File: src/rtl/uart_tx.sv
// uart_tx: 8N1 LSB-first serial transmitter draining a show-ahead byte FIFO.
// Defining UART_TX_PARITY_EN inserts an even-parity bit between D7 and the stop bit.
module uart_tx #(
    parameter int CLK_PER_BIT = 868
) (
    input  logic       clk,
    input  logic       rst,
    input  logic [7:0] fifo_d,
    input  logic       fifo_empty,
    output logic       fifo_rd_en,
    output logic       txd,
    output logic       busy
);
    // state  | meaning
    // IDLE   | line high, pop a byte as soon as the FIFO is non-empty
    // START  | start bit, line low
    // DATA   | eight data bits, LSB first
    // PARITY | even parity of the byte (UART_TX_PARITY_EN only)
    // STOP   | stop bit, line high

    localparam int BW = $clog2(CLK_PER_BIT);
    localparam logic [BW-1:0] BAUD_TC = BW'(CLK_PER_BIT - 1);

    typedef enum logic [2:0] {
        IDLE   = 3'd0,
        START  = 3'd1,
        DATA   = 3'd2,
`ifdef UART_TX_PARITY_EN
        PARITY = 3'd4,
`endif
        STOP   = 3'd3
    } state_t;

    state_t          state_q, state_d;
    logic [7:0]      shreg_q, shreg_d;
    logic [2:0]      bitcnt_q, bitcnt_d;
    logic [BW-1:0]   baudcnt_q, baudcnt_d;
    logic            txd_q, txd_d;
    logic            busy_q, busy_d;
    logic            baud_tc;
`ifdef UART_TX_PARITY_EN
    logic            par_q, par_d;
`endif

    assign fifo_rd_en = (state_q == IDLE) & ~fifo_empty & ~rst;
    assign baud_tc    = (baudcnt_q == BAUD_TC);
    assign txd        = txd_q;
    assign busy       = busy_q;

    always_comb begin
        state_d   = state_q;
        shreg_d   = shreg_q;
        bitcnt_d  = bitcnt_q;
        baudcnt_d = baud_tc ? '0 : baudcnt_q + BW'(1);
        txd_d     = txd_q;
`ifdef UART_TX_PARITY_EN
        par_d     = par_q;
`endif
        case (state_q)
            IDLE: begin
                baudcnt_d = '0;
                txd_d     = 1'b1;
                if (!fifo_empty) begin
                    shreg_d = fifo_d;
                    state_d = START;
                    txd_d   = 1'b0;
`ifdef UART_TX_PARITY_EN
                    par_d   = ^fifo_d;
`endif
                end
            end
            START: begin
                if (baud_tc) begin
                    state_d  = DATA;
                    bitcnt_d = 3'd0;
                    txd_d    = shreg_q[0];
                end
            end
            DATA: begin
                if (baud_tc) begin
                    shreg_d  = shreg_q >> 1;
                    bitcnt_d = bitcnt_q + 3'd1;
                    if (bitcnt_q == 3'd7) begin
`ifdef UART_TX_PARITY_EN
                        state_d = PARITY;
                        txd_d   = par_q;
`else
                        state_d = STOP;
                        txd_d   = 1'b1;
`endif
                    end else begin
                        txd_d = shreg_q[1];
                    end
                end
            end
`ifdef UART_TX_PARITY_EN
            PARITY: begin
                if (baud_tc) begin
                    state_d = STOP;
                    txd_d   = 1'b1;
                end
            end
`endif
            STOP: begin
                if (baud_tc) begin
                    state_d = IDLE;
                    txd_d   = 1'b1;
                end
            end
            default: begin
                state_d   = IDLE;
                baudcnt_d = '0;
                txd_d     = 1'b1;
            end
        endcase
        busy_d = (state_d != IDLE);
    end

    always_ff @(posedge clk) begin
        if (rst) begin
            state_q   <= IDLE;
            shreg_q   <= '0;
            bitcnt_q  <= '0;
            baudcnt_q <= '0;
            txd_q     <= 1'b1;
            busy_q    <= 1'b0;
`ifdef UART_TX_PARITY_EN
            par_q     <= 1'b0;
`endif
        end else begin
            state_q   <= state_d;
            shreg_q   <= shreg_d;
            bitcnt_q  <= bitcnt_d;
            baudcnt_q <= baudcnt_d;
            txd_q     <= txd_d;
            busy_q    <= busy_d;
`ifdef UART_TX_PARITY_EN
            par_q     <= par_d;
`endif
        end
    end

endmodule

File: config.mk
export PLATFORM = sky130hd
export DESIGN_NAME = uart_tx
export DESIGN_NICKNAME = d
export VERILOG_FILES = /design/src/rtl/uart_tx.sv
export SDC_FILE = /design/constraint.sdc
export NUM_CORES = 1
export LEC_CHECK = 0
export ABC_AREA = 1
export BUFFER_PORTS_ARGS = -buffer_cell sky130_fd_sc_hd__buf_2
export CAP_MARGIN = 20
export CORE_MARGIN = 2
export CORE_UTILIZATION = 45
export CTS_CLUSTER_SIZE = 12
export DETAILED_ROUTE_END_ITERATION = 7
export GPL_ROUTABILITY_DRIVEN = 0
export SLEW_MARGIN = 15
export SYNTH_ARGS = -nofsm -noshare
export SYNTH_HDL_FRONTEND = slang
export SYNTH_SLANG_ARGS = --single-unit
File: constraint.sdc
create_clock -name clk -period 2.7 [get_ports clk]
set_clock_uncertainty 0.05 [all_clocks]
set_input_delay 0 -clock clk [delete_from_list [all_inputs] [get_ports clk]]
set_output_delay 0 -clock clk [all_outputs]
set_load 0.02 [all_outputs]
==> results.md <==
- Outcome: complete, no violations
- Post-synth top area share: 37.9%
- Critical path, cell by cell: nor2_4, nand3b_2, nor2_1, nand2_1, dlygate4sd3_1, nand2_1
- Avg Synthesized Cell Area: 7.51 µm²
- Overflow after GRT: 0
- Synth Cell Area: 1370 µm²
- Min-Delay Endpoint: bitcnt_q[2]
- Max Buffers Root-to-Sink: 2
- Crit path max fanout: 17
- First-pass GRT wire length: 4.54 mm
- Hold WC Path Type: primary input to register
- IO buf count: 13
- Crit path arrival time: 2160 ps
- CTS tree: done
- P_int: 580 µW
- Sw Share: 22.2%
- Total GRT Usage: 17.1%
- Reg-to-reg endpoint: shreg_q[7]
- Crit-path most repeated cell: nand2_1
- DRC: 0
- Net Count, Synth: 197
- Initial antenna violation count: 0
- Final wirelength: 2.51 mm
- Critical path class: register to register
- Post-synthesis cell type count: 28
- Max Cap Violations: 0
- Overall Power: 746 µW
- Post-DRT Antenna Nets: 0
- Fillers: 290
- Crit-path max cell delay: 560 ps
- Comb power frac: 9.6%
- Hold path start: rst
- Final period util: 71.2%
- Core box area: 2980 µm²
- Yosys warnings: 0
- Hold Violations, Final: 0
- Final net count: 222
- CTS Hold Bufs: 11
- Die W: 59.3 µm
- Max Slew Vio Count: 0
- CP max-delay cell: dlygate4sd3_1
- WHS Path Cells: 3
- Area grow syn2layout: 16.6%
- Via-to-Cell Ratio: 4.96
- Largest net degree at the start of global routing: 18
- Reg2reg start: state_q[2]
- Vias after detailed routing: 1190
- H-tree level count: 1
- Chip height: 59.3 µm
- Cells after Synth: 183
- TNS Setup: 0 ps
- ANT cells: 0
- Clock root buffer: clkbuf_4
- Number of post-CTS setup repair buffers: 0
- Cells after DPL: 225
- Final core utilization: 53.8%
- Top cells by area, synth: dfxtp_1, nand2_1, nand3_1, a21oi_1, inv_1
- Initial DRT Pass Iterations: 4
- Flop pwr share: 53.9%
- Peak VDD IR: 0.252 mV
- Synth Register Bits: 26
- RSZ-0062 raised after global routing: false
- Hold_ws: 368 ps
- Sequential fraction of the synthesis area: 37.9%
- CTS-repair resized insts: 0
- Die ar.: 3510 µm²
- Final setup viols: 0
- Finished Layout Cells: 240
- Post-synth top area cell: dfxtp_1
- Clk pwr share: 36.5%
- Fmax: 520 MHz
- PwrDens: 466 nW/µm²
- CP endpoint kind: register
- Reg2Reg Depth: 6
- Std cell rows: 20
- Cts bufs inserted: 3
- Ports: 14
- Vias in the first global route: 1085
- Clk sinks: 26
- Share of cells above drive strength 1: 17.4%
- R2R Setup Slk: 780 ps
- CP required: 2940 ps
- Net Switching: 166 µW
- Minimum clock period: 1920 ps
- Clock latency on the worst-skew pair: 330 ps
- Avg WL per Cell: 10.5 µm
- Worst-path clk slew: 150 ps
- P_leak: 0.757 nW
- Iter 0 DRT Violations: 31
- Starting Density: 46.1%
- CP Launch Type: register
- Hpwl dp: 1.80 mm
-- cell usage in the layout, fill, tap and decap left out, types with 3 or more instances in the layout --
master          n
nor2_1         18
clkbuf_4        3
o21ai_0         8
buf_2          13
a21oi_1        15
inv_2           3
nand4_1         8
nand3_2         3
nand2_1        39
dfxtp_1        26
inv_1          19
ha_1            3
nand3_1        18
dlygate4sd3_1  11
-- worst max-delay path: cells and delay by family, from the launching register on --
kind	cells	cell delay [ps]
simple gates	5	870
flops	1	380
buf+inv	1	560
-- power groups by stage --
stage / Sequential, mW / Combinational [mW] / Clock [mW]
final: 0.402 / 0.0719 / 0.272
after global routing: 0.404 / 0.0820 / 0.295
after floorplan: 0.412 / 0.0440 / 0
after detailed placement: 0.410 / 0.0603 / 0
after CTS: 0.402 / 0.0722 / 0.281
after global placement: 0.410 / 0.0587 / 0
-- final cells by class --
cell class / instances / area (µm²) / area share [%]
clock buffer: 3 / 22.5 / 1.41
multi-input combinational: 130 / 723 / 45.2
timing repair buffer: 24 / 175 / 10.9
sequential: 26 / 520 / 32.5
clock inverter: 1 / 30.0 / 1.87
tap: 33 / 41.3 / 2.58
inverter: 23 / 88.8 / 5.55
-- worst max path at each step --
stage / from / endpoint / slack [ps] / depth (start not counted)
finish: state_q[2] / shreg_q[7] / 780 / 6
detailed placement: baudcnt_q[0] / shreg_q[2] / 1180 / 6
CTS: state_q[2] / shreg_q[7] / 790 / 6
floorplan: baudcnt_q[0] / shreg_q[0] / 1270 / 7
global placement: baudcnt_q[0] / shreg_q[0] / 1230 / 6
global route: state_q[2] / shreg_q[7] / 640 / 6
-- per-stage QoR --
stage          worst slack [ps]  cell area [µm²]
6_report                    778             1600
5_1_grt                     638             1600
4_1_cts                     786             1600
3_5_place_dp               1180             1440
3_3_place_gp               1230             1440
2_1_floorplan              1270             1370
-- cell families after synthesis --
kind of cell | synth area share (%)
AOI/OAI and AO/OA | 8.38
other | 0.273
DFF | 37.9
buffers and inverters | 9.47
and+or+nand+nor | 40.0
xor gates and xnor gates | 1.28
adders and majority gates | 2.73
-- registers in the layout, indices dropped and copies added, names as in the netlist --
name and flops:
txd 1, state_q 3, baudcnt_q 10, busy 1, shreg_q 8, bitcnt_q 3
-- cell usage after synthesis --
| master | n |
|---|---|
| a21oi_1 | 15 |
| and3_2 | 1 |
| buf_2 | 1 |
| buf_6 | 2 |
| clkbuf_8 | 1 |
| conb_1 | 1 |
| dfxtp_1 | 26 |
| ha_1 | 3 |
| inv_1 | 19 |
| inv_2 | 3 |
| inv_4 | 1 |
| nand2_1 | 39 |
| nand2_2 | 2 |
| nand2_4 | 1 |
| nand3_1 | 18 |
| nand3_2 | 3 |
| nand3_4 | 2 |
| nand3b_2 | 1 |
| nand4_1 | 8 |
| nor2_1 | 18 |
| nor2_4 | 1 |
| nor2_8 | 2 |
| nor3_1 | 2 |
| nor3b_1 | 1 |
| nor3b_2 | 1 |
| o21ai_0 | 8 |
| or2_2 | 1 |
| xor2_1 | 2 |
-- layer usage --
metal,track usage [%],share of wire [%]
met3,4.80,2.9
met4,7.47,1.5
met1,21.6,51
met5,0,0
met2,27.0,44
Power figures use the tool's default switching activity.
